[config.mk]
export PLATFORM = sky130hd
export DESIGN_NAME = prog_loader_flat
export DESIGN_NICKNAME = d
export VERILOG_FILES = /design/src/rtl/eep_pkg.sv /design/src/rtl/prog_loader_if.sv /design/src/rtl/prog_loader.sv /design/src/flat_wrapper.sv
export SDC_FILE = /design/constraint.sdc
export NUM_CORES = 1
export LEC_CHECK = 0
export ABC_AREA = 1
export CORE_AREA = 3 3 97 99
export CTS_CLUSTER_DIAMETER = 40
export DETAILED_ROUTE_END_ITERATION = 8
export DIE_AREA = 0 0 100 102
export PLACE_DENSITY = 0.81
export SLEW_MARGIN = 40
export SYNTH_ARGS = -nofsm -noshare
export SYNTH_HDL_FRONTEND = slang
export SYNTH_SLANG_ARGS = --single-unit
[constraint.sdc]
create_clock -name clk -period 5.8 [get_ports clk]
set_input_delay 0.87 -clock clk [delete_from_list [all_inputs] [get_ports clk]]
set_output_delay 0.87 -clock clk [all_outputs]
set_load 0.1 [all_outputs]
[src/rtl/eep_pkg.sv]
// rtl/eep_pkg.sv - shared loader state type and word-packing constant
// Define PROG_LOADER_CHECKSUM_EN to add the CSUM state.
package eep_pkg;

  localparam int BYTES_PER_WORD = 2;

  typedef enum logic [2:0] {
    IDLE,
    LEN_LO,
    LEN_HI,
    DATA_LO,
    DATA_HI,
`ifdef PROG_LOADER_CHECKSUM_EN
    CSUM,
`endif
    DONE
  } load_state_t;

  function automatic logic [8*BYTES_PER_WORD-1:0] pack_word(input logic [7:0] hi,
                                                            input logic [7:0] lo);
    return {hi, lo};
  endfunction

endpackage

[src/rtl/prog_loader_if.sv]
// rtl/prog_loader_if.sv - byte-stream input and code-memory write port of the loader
// master is the loader side, slave is the stream source / code memory side.
interface prog_loader_if #(
  parameter int ADDR_WIDTH = 16,
  parameter int WORD_WIDTH = 16
);
  logic                  in_valid;
  logic [7:0]            in_data;
  logic                  in_ready;
  logic                  wr_en;
  logic [ADDR_WIDTH-1:0] wr_addr;
  logic [WORD_WIDTH-1:0] wr_data;

  modport master (
    input  in_valid, in_data,
    output in_ready, wr_en, wr_addr, wr_data
  );

  modport slave (
    output in_valid, in_data,
    input  in_ready, wr_en, wr_addr, wr_data
  );
endinterface

[src/rtl/prog_loader.sv]
// rtl/prog_loader.sv - streams a length-prefixed program image into code memory
// PROG_LOADER_CHECKSUM_EN adds a trailing XOR checksum byte and a sticky err output.
module prog_loader
  import eep_pkg::*;
#(
  parameter int ADDR_WIDTH = 16,
  parameter int WORD_WIDTH = 16
) (
  input  logic          clk,
  input  logic          rst,
  input  logic          start,
  output logic          cpu_hold,
  output logic          done,
`ifdef PROG_LOADER_CHECKSUM_EN
  output logic          err,
`endif
  prog_loader_if.master bus
);

`ifdef PROG_LOADER_CHECKSUM_EN
  localparam load_state_t TAIL = CSUM;
`else
  localparam load_state_t TAIL = DONE;
`endif

  load_state_t           state, state_next;
  logic [7:0]            len_lo_q;
  logic [15:0]           len_q;
  logic [15:0]           word_cnt;
  logic [7:0]            lo_q;
  logic [ADDR_WIDTH-1:0] addr_q;
  logic [ADDR_WIDTH-1:0] wr_addr_q;
  logic [WORD_WIDTH-1:0] wr_data_q;
  logic                  wr_en_q;
  logic                  done_q;
  logic                  xfer;
  logic                  last_word;
  logic                  load_begin;
`ifdef PROG_LOADER_CHECKSUM_EN
  logic [7:0]            csum_q;
  logic                  err_q;
`endif

  assign xfer       = bus.in_valid & bus.in_ready;
  // word_cnt counts completed words, so the word being finished is the last one
  assign last_word  = (word_cnt + 16'd1) == len_q;
  assign load_begin = start && (state == IDLE || state == DONE);

  always_ff @(posedge clk or posedge rst) begin
    if (rst) state <= IDLE;
    else     state <= state_next;
  end

  always_comb begin
    state_next   = state;
    bus.in_ready = 1'b0;
    unique case (state)
      IDLE, DONE: if (start) state_next = LEN_LO;
      LEN_LO: begin
        bus.in_ready = 1'b1;
        if (bus.in_valid) state_next = LEN_HI;
      end
      LEN_HI: begin
        bus.in_ready = 1'b1;
        if (bus.in_valid)
          state_next = ({bus.in_data, len_lo_q} == 16'd0) ? TAIL : DATA_LO;
      end
      DATA_LO: begin
        bus.in_ready = 1'b1;
        if (bus.in_valid) state_next = DATA_HI;
      end
      DATA_HI: begin
        bus.in_ready = 1'b1;
        if (bus.in_valid) state_next = last_word ? TAIL : DATA_LO;
      end
`ifdef PROG_LOADER_CHECKSUM_EN
      CSUM: begin
        bus.in_ready = 1'b1;
        if (bus.in_valid) state_next = DONE;
      end
`endif
      default: state_next = IDLE;
    endcase
  end

  always_ff @(posedge clk or posedge rst) begin
    if (rst) begin
      len_lo_q  <= '0;
      len_q     <= '0;
      word_cnt  <= '0;
      lo_q      <= '0;
      addr_q    <= '0;
      wr_addr_q <= '0;
      wr_data_q <= '0;
      wr_en_q   <= 1'b0;
      done_q    <= 1'b0;
`ifdef PROG_LOADER_CHECKSUM_EN
      csum_q    <= '0;
      err_q     <= 1'b0;
`endif
    end else begin
      wr_en_q <= 1'b0;
      done_q  <= (state_next == DONE) && (state != DONE);
      if (load_begin) begin
        word_cnt <= '0;
        addr_q   <= '0;
`ifdef PROG_LOADER_CHECKSUM_EN
        csum_q   <= '0;
        err_q    <= 1'b0;
`endif
      end
      if (xfer) begin
        case (state)
          LEN_LO:  len_lo_q <= bus.in_data;
          LEN_HI:  len_q    <= {bus.in_data, len_lo_q};
          DATA_LO: lo_q     <= bus.in_data;
          DATA_HI: begin
            wr_en_q   <= 1'b1;
            wr_addr_q <= addr_q;
            wr_data_q <= WORD_WIDTH'(pack_word(bus.in_data, lo_q));
            addr_q    <= addr_q + 1'b1;
            word_cnt  <= word_cnt + 16'd1;
          end
`ifdef PROG_LOADER_CHECKSUM_EN
          CSUM:    err_q    <= (bus.in_data != csum_q);
`endif
          default: ;
        endcase
`ifdef PROG_LOADER_CHECKSUM_EN
        if (state != CSUM) csum_q <= csum_q ^ bus.in_data;
`endif
      end
    end
  end

  // The CPU stays stalled through the final write, which lands on the DONE entry cycle
  assign cpu_hold    = (state != DONE) | wr_en_q;
  assign done        = done_q;
  assign bus.wr_en   = wr_en_q;
  assign bus.wr_addr = wr_addr_q;
  assign bus.wr_data = wr_data_q;
`ifdef PROG_LOADER_CHECKSUM_EN
  assign err         = err_q;
`endif

endmodule

[src/flat_wrapper.sv]
// flat-port wrapper written by rule: the top's interface ports become plain ports
module prog_loader_flat import eep_pkg::*;
#(
  parameter int ADDR_WIDTH = 16,
  parameter int WORD_WIDTH = 16
)
  (clk, rst, start, cpu_hold, done, bus_in_valid, bus_in_data, bus_in_ready, bus_wr_en, bus_wr_addr, bus_wr_data);
  prog_loader_if #(.ADDR_WIDTH(ADDR_WIDTH), .WORD_WIDTH(WORD_WIDTH)) bus_i ();
  input  logic clk;
  input  logic rst;
  input  logic start;
  output logic cpu_hold;
  output logic done;
  input wire logic [$bits(bus_i.in_valid)-1:0] bus_in_valid;
  input wire logic [$bits(bus_i.in_data)-1:0] bus_in_data;
  output wire logic [$bits(bus_i.in_ready)-1:0] bus_in_ready;
  output wire logic [$bits(bus_i.wr_en)-1:0] bus_wr_en;
  output wire logic [$bits(bus_i.wr_addr)-1:0] bus_wr_addr;
  output wire logic [$bits(bus_i.wr_data)-1:0] bus_wr_data;
  assign bus_i.in_valid = bus_in_valid;
  assign bus_i.in_data = bus_in_data;
  assign bus_in_ready = bus_i.in_ready;
  assign bus_wr_en = bus_i.wr_en;
  assign bus_wr_addr = bus_i.wr_addr;
  assign bus_wr_data = bus_i.wr_data;
  prog_loader #(.ADDR_WIDTH(ADDR_WIDTH), .WORD_WIDTH(WORD_WIDTH)) u_core (.clk(clk), .rst(rst), .start(start), .cpu_hold(cpu_hold), .done(done), .bus(bus_i));
endmodule
==> results.md <==
- Min cycle time layout: 3.10 ns
- Critical path class: in2reg
- Filler Cell Count: 744
- Crit end category: register
- CTS resizes: 0
- GRT Util Overall: 0.218
- WL/cell: 13.9 um
- Max stage delay on crit path: 0.55 ns
- # nets final: 647
- Die area: 10200 sq um
- Post-synth top cells: 196 x nand2_1, 101 x dfrtp_1, 67 x o21ai_0, 61 x inv_1, 38 x nor2_1
- Status: completed
- Number of flops mapped to enable cells by yosys: 0
- Mapped Nets: 602
- Startpoint Class: primary input
- Hold EP: u_core.bus.wr_addr[12]$_DFFE_PP0P_
- GR Overflow Total: 0
- DP HPWL: 7380 um
- Routed WL: 10400 um
- First-pass GRT wire length: 17900 um
- DR iter-0 viols: 311
- Initial antenna violation count: 0
- CP Max Fanout: 53
- Drc violations: 0
- CP top delay family: buffers and inverters
- Root Driver: clkbuf_8
- Hold Path Class: reg2reg
- RSZ-0062 raised after global routing: false
- Top FF cell, synth: dfrtp_1
- CP required: 6.05 ns
- Sum Neg Setup Slack: 0 ns
- DR pass1 iterations: 5
- Reg2Reg Capture Point: u_core.addr_q[5]$_DFF_PP0_
- Ys async rst share: 1.00
- Core Box Area: 8640 sq um
- Via count: 3995
- Crit-path slowest cell: clkdlybuf4s50_1
- Cell with the most instances after synthesis: nand2_1
- Vias per std cell: 5.36
- CTS max path bufs: 2
- Initial Utilization: 0.546
- Count of final hold-check violations: 0
- Core Rows: 34
- Reg-to-reg setup timing slack: 3.17 ns
- Number of port buffers: 47
- Post-route ant nets: 0
- Die span in y: 102 um
- Share of the clock period used by the worst path: 0.534
- Synth unique cells: 32
- Slew headroom: 0.513
- Share of layout cells above drive strength 1: 0.111
- GP Congestion: 0.900
- Actual slew at the worst max-slew pin: 0.729 ns
- #FFs+latches synth: 101
- Number of max-cap violations: 0
- Worst hold start: u_core.bus.wr_addr[12]$_DFFE_PP0P_
- Inserted Diodes: 0
- Die Span X: 100 um
- H-tree depth: 3
- Synth top area share: 0.536
- Leakage Power: 2.65 nW
- Number of global-route vias before repair: 3926
- Hold buffers post-CTS: 0
- Mapped Area: 4720 sq um
- Hold Path Stages: 2
- PD cells: 509 nW/um^2
- Cells after Synth: 588
- Slew Viols, Final: 0
- R2R depth: 12
- Setup violations, final: 0
- Clock latency on the worst-skew pair: 0.37 ns
- Post-synth top area cell: dfrtp_1
- Worst IR Drop VDD: 0.392 mV
- CP Buf/Inv Count: 6
- # IOs: 48
- Post-Syn Area per Cell: 8.02 sq um
- Largest net degree at the start of global routing: 68
- Skew final: 0.0149 ns
- Max Fclk: 323 MHz
- Critical Path AT: 3.35 ns
- Crit path cell chain: clkdlybuf4s50_1 -> inv_1 -> nor2_2 -> buf_4 -> inv_2 -> buf_4 -> nor2_1 -> inv_1 -> nor2_1 -> nand3_1 -> o21ai_0 -> a21oi_1
- Clock-pin slew on the worst setup and hold paths: 0.10 ns
- Sequential area share after synthesis: 0.536
- Post-CTS Setup Bufs: 0
- CTS tree: done
- CTS Buf Count: 9
- Reg-to-reg startpoint: u_core.state[0]$_DFF_PP0_
- Dpl cell area: 5110 sq um
- Synth area leaders: dfrtp_1 54%, nand2_1 16%, o21ai_0 7.1%
- TritonCTS Sinks: 101
- Warnings, synthesis: 0
- Area growth, synth to finish: 13.0%
- Final instance area: 5330 sq um
state kept, by name, indices dropped and copies added, names as in the netlist:
name	flops
u_core.addr_q	16
u_core.bus.wr_addr	16
u_core.bus.wr_data	16
u_core.len_q	16
u_core.word_cnt	16
u_core.len_lo_q	8
u_core.lo_q	8
u_core.state	3
u_core.bus.wr_en	1
u_core.done	1
metrics by stage:
stage / setup slack [ns] / total power [mW] / std cells / util / hold slack, ns
after CTS: 2.73 / 2.73 / 745 / 0.617 / 0.480
after global routing: 2.37 / 2.87 / 745 / 0.618 / 0.500
after detailed placement: 2.35 / 2.24 / 730 / 0.592 / 0.457
final: 2.70 / 2.72 / 745 / 0.618 / 0.477
after global placement: 2.44 / 2.29 / 730 / 0.612 / 0.459
after floorplan: 2.28 / 2.01 / 588 / - / 0.450
cell type report:
class,instances,area (sq um),share of cell area
sequential,101,2530,0.474
multi-input combinational,409,1900,0.357
timing repair buffer,50,313,0.0587
inverter,62,238,0.0446
tap,108,135,0.0253
clock buffer,9,124,0.0232
clock inverter,6,93.8,0.0176
layout by cell type, fill, tap and decap left out, types with 2 or more instances in the layout:
master             n
nor2_4             4
clkbuf_8           9
inv_6              3
buf_4              3
nor2_2             3
nand3_1           36
nand3b_1           9
inv_1             60
o21a_1             2
nor3_1             7
clkdlybuf4s50_1   11
ha_1               2
nand3_2            2
or2_2              2
nand2_1          196
xor2_1             2
dfrtp_1          101
nor4_1             4
nand4_1           10
bufinv_16          2
nand2_2            3
o21ai_0           67
nor2_1            38
o22ai_1            5
buf_2             36
a21oi_1            9
per-layer routing:
metal	track usage	share of wire	vias to the layer above
li1	-	-	1984
met1	0.305	0.47	1884
met2	0.346	0.46	113
met3	0.0485	0.049	14
met4	0.0642	0.017	0
met5	0	0	-
kinds of logic after synthesis:
kind of cell,after synthesis,synth area share
AND/OR/NAND/NOR,314,0.288
flip-flops,101,0.536
buffers and inverters,78,0.0623
AO/OA/AOI/OAI,89,0.101
adder cells (fa/ha/maj),2,0.00530
XOR/XNOR,3,0.00557
multiplexers,1,0.00239
worst register-to-register path: stages (launching register included):
cell,delay (ns)
dfrtp_1,0.44
nor2_1,0.15
nand2_1,0.12
nor2_2,0.09
buf_4,0.32
inv_2,0.38
buf_4,0.34
nor2_1,0.10
inv_1,0.07
nor2_1,0.16
nand3_1,0.12
o21ai_0,0.17
a21oi_1,0.06
how the worst max path moves through the flow:
| stage | slack (ns) | endpoint | cells after the start | from |
|---|---|---|---|---|
| 5_1_grt | 2.37 | u_core.addr_q[5]$_DFF_PP0_ | 12 | bus_in_valid |
| 6_report | 2.70 | u_core.addr_q[5]$_DFF_PP0_ | 12 | bus_in_valid |
| 2_1_floorplan | 2.28 | u_core.addr_q[0]$_DFF_PP0_ | 1 | rst |
| 3_3_place_gp | 2.44 | u_core.addr_q[5]$_DFF_PP0_ | 12 | bus_in_valid |
| 4_1_cts | 2.73 | u_core.addr_q[5]$_DFF_PP0_ | 12 | bus_in_valid |
| 3_5_place_dp | 2.35 | u_core.addr_q[5]$_DFF_PP0_ | 12 | bus_in_valid |
report_power, final:
part | total [mW] | internal (mW) | switching, mW
Combinational | 1.19 | 0.228 | 0.965
Clock | 0.491 | 0.245 | 0.247
Sequential | 1.03 | 0.900 | 0.131
Total | 2.72 | 1.37 | 1.34
(Power assumes the default switching activity.)
